==> src/rtl/fifo_wr_arbiter.sv <==
`default_nettype none
// =============================================================================
// Module   : fifo_wr_arbiter
// Purpose  : Round-robin burst arbiter sharing one async FIFO write port among
//            NUM_REQ write-domain requesters; words are tagged with the source.
// Revision : 1.0 - initial release
// =============================================================================
module fifo_wr_arbiter #(
    parameter int NUM_REQ    = 4,
    parameter int DATA_WIDTH = 32,
    parameter int ADDR_WIDTH = 3,
    parameter int MAX_BURST  = 4,
    parameter int MIN_SPACE  = 1,
    localparam int IDW       = $clog2(NUM_REQ)
) (
    input  logic                          clk_i,
    input  logic                          rst_i,
    input  logic [NUM_REQ-1:0]            req_valid_i,
    input  logic [NUM_REQ*DATA_WIDTH-1:0] req_data_i,
    input  logic [NUM_REQ-1:0]            req_last_i,
    output logic [NUM_REQ-1:0]            req_ready_o,
    output logic                          fifo_we_o,
    output logic [IDW+DATA_WIDTH-1:0]     fifo_wdata_o,
    input  logic                          fifo_full_i,
    input  logic [ADDR_WIDTH:0]           fifo_wfill_count_i,
    output logic                          busy_o,
    output logic [IDW-1:0]                grant_idx_o
);

    localparam int DEPTH = 2**ADDR_WIDTH;
    localparam int BCW   = $clog2(MAX_BURST+1);

    localparam logic [ADDR_WIDTH:0] c_DEPTH     = (ADDR_WIDTH+1)'(DEPTH);
    localparam logic [ADDR_WIDTH:0] c_MIN_SPACE = (ADDR_WIDTH+1)'(MIN_SPACE);
    localparam logic [BCW-1:0]      c_LAST_BEAT = BCW'(MAX_BURST-1);
    localparam logic [IDW-1:0]      c_LAST_REQ  = IDW'(NUM_REQ-1);

    typedef enum logic [0:0] {
        ST_IDLE  = 1'b0,
        ST_BURST = 1'b1
    } state_t;

    state_t               state_q, state_d;
    logic [IDW-1:0]       grant_q, grant_d;
    logic [IDW-1:0]       rr_ptr_q, rr_ptr_d;
    logic [BCW-1:0]       beat_cnt_q, beat_cnt_d;

    logic [ADDR_WIDTH:0]  w_free;
    logic                 w_space_ok;
    logic [IDW-1:0]       w_idx;
    logic [IDW-1:0]       w_pick;
    logic                 w_pick_vld;
    logic [DATA_WIDTH-1:0] w_sel_data;
    logic                 w_beat;
    logic                 w_burst_end;

    // The fill count lags the real FIFO occupancy; it only gates burst start.
    assign w_free     = c_DEPTH - fifo_wfill_count_i;
    assign w_space_ok = (w_free >= c_MIN_SPACE) && !fifo_full_i;

    always_comb begin
        w_idx      = '0;
        w_pick     = '0;
        w_pick_vld = 1'b0;
        for (int k = 0; k < NUM_REQ; k++) begin
            w_idx = IDW'((int'(rr_ptr_q) + k) % NUM_REQ);
            if (!w_pick_vld && req_valid_i[w_idx]) begin
                w_pick     = w_idx;
                w_pick_vld = 1'b1;
            end
        end
    end

    always_comb begin
        w_sel_data  = '0;
        req_ready_o = '0;
        for (int i = 0; i < NUM_REQ; i++) begin
            if (grant_q == IDW'(i)) begin
                w_sel_data     = req_data_i[i*DATA_WIDTH +: DATA_WIDTH];
                req_ready_o[i] = (state_q == ST_BURST) && !fifo_full_i;
            end
        end
    end

    assign w_beat       = (state_q == ST_BURST) && req_valid_i[grant_q] && !fifo_full_i;
    assign w_burst_end  = w_beat && (req_last_i[grant_q] || (beat_cnt_q == c_LAST_BEAT));
    assign fifo_we_o    = w_beat;
    assign fifo_wdata_o = {grant_q, w_sel_data};
    assign busy_o       = (state_q == ST_BURST);
    assign grant_idx_o  = grant_q;

    always_comb begin
        state_d    = state_q;
        grant_d    = grant_q;
        rr_ptr_d   = rr_ptr_q;
        beat_cnt_d = beat_cnt_q;
        case (state_q)
            ST_IDLE: begin
                if (w_pick_vld && w_space_ok) begin
                    state_d    = ST_BURST;
                    grant_d    = w_pick;
                    beat_cnt_d = '0;
                end
            end
            ST_BURST: begin
                if (w_beat) begin
                    beat_cnt_d = beat_cnt_q + 1'b1;
                    if (w_burst_end) begin
                        state_d  = ST_IDLE;
                        rr_ptr_d = (grant_q == c_LAST_REQ) ? '0 : grant_q + 1'b1;
                    end
                end
            end
            default: state_d = ST_IDLE;
        endcase
    end

    always_ff @(posedge clk_i) begin
        if (rst_i) begin
            state_q    <= ST_IDLE;
            grant_q    <= '0;
            rr_ptr_q   <= '0;
            beat_cnt_q <= '0;
        end else begin
            state_q    <= state_d;
            grant_q    <= grant_d;
            rr_ptr_q   <= rr_ptr_d;
            beat_cnt_q <= beat_cnt_d;
        end
    end

endmodule
`default_nettype wire

==> config.mk <==
export PLATFORM = sky130hd
export DESIGN_NAME = fifo_wr_arbiter
export DESIGN_NICKNAME = d
export VERILOG_FILES = /design/src/rtl/fifo_wr_arbiter.sv
export SDC_FILE = /design/constraint.sdc
export NUM_CORES = 1
export LEC_CHECK = 0
export ABC_CLOCK_PERIOD_IN_PS = 4350
export BUFFER_PORTS_ARGS = -buffer_cell sky130_fd_sc_hd__buf_2
export CAP_MARGIN = 20
export CORE_AREA = 2 2 72 74
export CTS_BUF_LIST = sky130_fd_sc_hd__clkbuf_8 sky130_fd_sc_hd__clkbuf_16
export DETAILED_ROUTE_END_ITERATION = 7
export DIE_AREA = 0 0 74 76
export GPL_TIMING_DRIVEN = 0
export PLACE_DENSITY = 0.9
export SLEW_MARGIN = 10
export SYNTH_ARGS = -nofsm -noshare
export SYNTH_HDL_FRONTEND = slang
export SYNTH_SLANG_ARGS = --single-unit
export TNS_END_PERCENT = 5
==> constraint.sdc <==
create_clock -name clk_i -period 4.35 [get_ports clk_i]
set_input_delay 0 -clock clk_i [delete_from_list [all_inputs] [get_ports clk_i]]
set_output_delay 0 -clock clk_i [all_outputs]
set_load 0.005 [all_outputs]
==> results.md <==
* Post-CTS Hold Buffers at 0
* Vias in the first global route at 2270
* Layout Skew at 0.00223 ns
* Area after DPL at 2520 µm²
* 1st-iter DRT viols at 112
* Synth Cell Area at 1510 µm²
* #FFs+latches synth at 8
* Synth top area share at 0.179
* Cts repair resizes at 0
* Clk slew on worst S/H paths at 0.04 ns
* Worst hold path type: in -> reg
* # Post-CTS Setup Buffers at 0
* Clk_lat worst skew at 0.24 ns
* Final setup viols at 0
* Nets at 554
* Drt drc at 0
* Clock Path Buffers at 2
* TritonCTS clock tree: done
* Die ar. at between 5000 and 6000 µm²
* Synth cell types at 31
* Worst Path Arrival at approximately 2.4 ns
* Remaining Overflow, GRT at 0
* Status: finished, final reports clean
* Clock Root Buffer: clkbuf_8
* TNS Setup at 0 ns
* Die X at 74 µm
* Critical Path RT at 4.35 ns
* Share of cells above drive strength 1 at 0.481
* Num ports at 185
* P&R area growth vs syn at 69.0%
* Worst setup path class: reg -> out
* Core Region at just under 5000 µm²
* Fin. max-slew vios at 0
* DR pass1 iterations at 4
* Flop-to-flop setup slack at about 2.6 ns
* Finished Layout Cells at between 400 and 500
* Hpwl dp at 5710 µm
* Clock sinks at 8
* Initial antenna violation count at 0
* Syn Inst Count at 217
* Worst-margin pin slew at 0.492 ns
* Register area share after synthesis at 0.106
* PwrDens at approximately 160 nW/µm²
* Crit share post-route at 0.557
* Critical path fanouts, max at 10
* CP Capture Type: primary output
* Leak pwr at between 1 and 1.5 nW
* Max Cap Viol at 0
* RSZ-0062 raised after global routing: false
* Syn avg cell area at 6.98 µm²
* Synth area leader: a221oi_1
* WL final at between 6000 and 7000 µm
* Largest net degree at the start of global routing at 11
* # diodes at 0
* First-pass GRT wire length at 10400 µm
* Die Y at between 70 and 80 µm
* CTS H-tree lvls at 1
* Final instance area at about 2600 µm²
* EDFF count, synth at 0
* WL per Instance at between 10 and 15 µm
* Main synth FF type: dfxtp_1
* Routability congestion estimate at 0.892
* Vias per cell at 5.28
* Final Hold Viols at 0
* Synth warnings at 0
* Net Count, Synth at 366
* Tot Pwr at 0.420 mW
* Relative slew slack at 0.672
* Port-buffer cells at ~180
* Crit path launch type: register
* Routed via count at between 2000 and 2500
* Core Rows at 26
* Synth top area cells: a221oi_1 (18%), o31ai_1 (15%), nor2b_1 (13%)
* Asr flop ratio synth at 0
* Inst Count DP at 470
* Max VDD drop at about 130 µV
* # fillers at 490
* Fmax at 0.413 GHz
* Post-DRT Antenna Nets at 0
* GR Util All Layers at 0.231
* Initial Util at 0.308
* Period minus WS final at ~2.4 ns
* CTS buffer count at 3
-- state kept, by name, summed over array words and instances, names as in the netlist --
signal and cells:
rr_ptr_q 2, grant_idx_o 2, busy_o 1, beat_cnt_q 3
-- synthesized netlist by cell type, drive strengths merged, types with 2 or more instances --
library cell and count:
nor2 3, nand3 4, or3 2, inv 6
mux4 2, ha 6, a221oi 31, nor2b 32
buf 6, nand2 37, mux2i 2, nor4 2
o31ai 31, nand3b 2, dfxtp 8, a21oi 10
clkbuf 18, and2 4
-- layout make-up --
type | count | area, µm² | area share
Multi-Input combinational cell | 179 | 1230 | 0.481
Timing Repair Buffer | 183 | 916 | 0.358
Sequential cell | 8 | 160 | 0.0626
Buffer | 24 | 101 | 0.0396
Tap cell | 70 | 87.6 | 0.0342
Clock buffer | 3 | 41.3 | 0.0161
Inverter | 6 | 22.5 | 0.00880
-- metrics by stage --
step | hold slack, ns | setup slack (ns) | util
floorplan | 0.0984 | 2.75 | -
global placement | 0.266 | 2.23 | 0.512
detailed placement | 0.272 | 2.17 | 0.512
CTS | 0.110 | 1.90 | 0.521
global route | 0.153 | 1.72 | 0.521
finish | 0.118 | 1.93 | 0.521
-- logic make-up after synthesis --
family          share of synthesized area
buf+inv                            0.0818
fa+ha+maj                          0.0496
compound gates                      0.404
mux                                0.0479
simple gates                        0.311
flops                               0.106
-- final timing paths --
check	depth (start not counted)	startpoint	end
hold reg to reg	2	beat_cnt_q[2]	beat_cnt_q[2]
setup reg to reg	4	grant_idx_o[0]	rr_ptr_q[1]
setup / recovery	8	grant_idx_o[1]	fifo_wdata_o[1]
hold / removal	4	fifo_full_i	grant_idx_o[1]
-- routing by layer --
layer  track usage  wire length (µm)  part of all wire
met5             0                 0                 0
met4        0.0927               169             0.024
met3        0.0251               511             0.074
met2         0.418              3510              0.51
met1         0.268              2750              0.40
-- critical path, cell delays in order, from the launching register on --
cell and delay (ns):
dfxtp_1 0.48, inv_1 0.11, ha_1 0.19, clkbuf_1 0.22, nor2b_1 0.31, buf_2 0.29
a221oi_1 0.11, o31ai_1 0.29, buf_2 0.18
-- power breakdown --
group	switching (mW)	internal, mW
Combinational	0.113	0.133
Sequential	0.00444	0.0763
Clock	0.0322	0.0602
-- cells in the final DEF, fill, tap and decap left out, types with 3 or more instances in the layout --
master,Yosys,routed
nand3_1,4,4
buf_2,3,186
inv_1,6,6
clkbuf_8,0,3
and2_1,4,4
a221oi_1,31,31
nor2_1,3,3
dfxtp_1,8,8
clkbuf_1,18,18
nor2b_1,32,32
a21oi_1,10,10
o31ai_1,31,31
ha_1,6,6
nand2_1,37,37
Power figures use the tool's default switching activity.
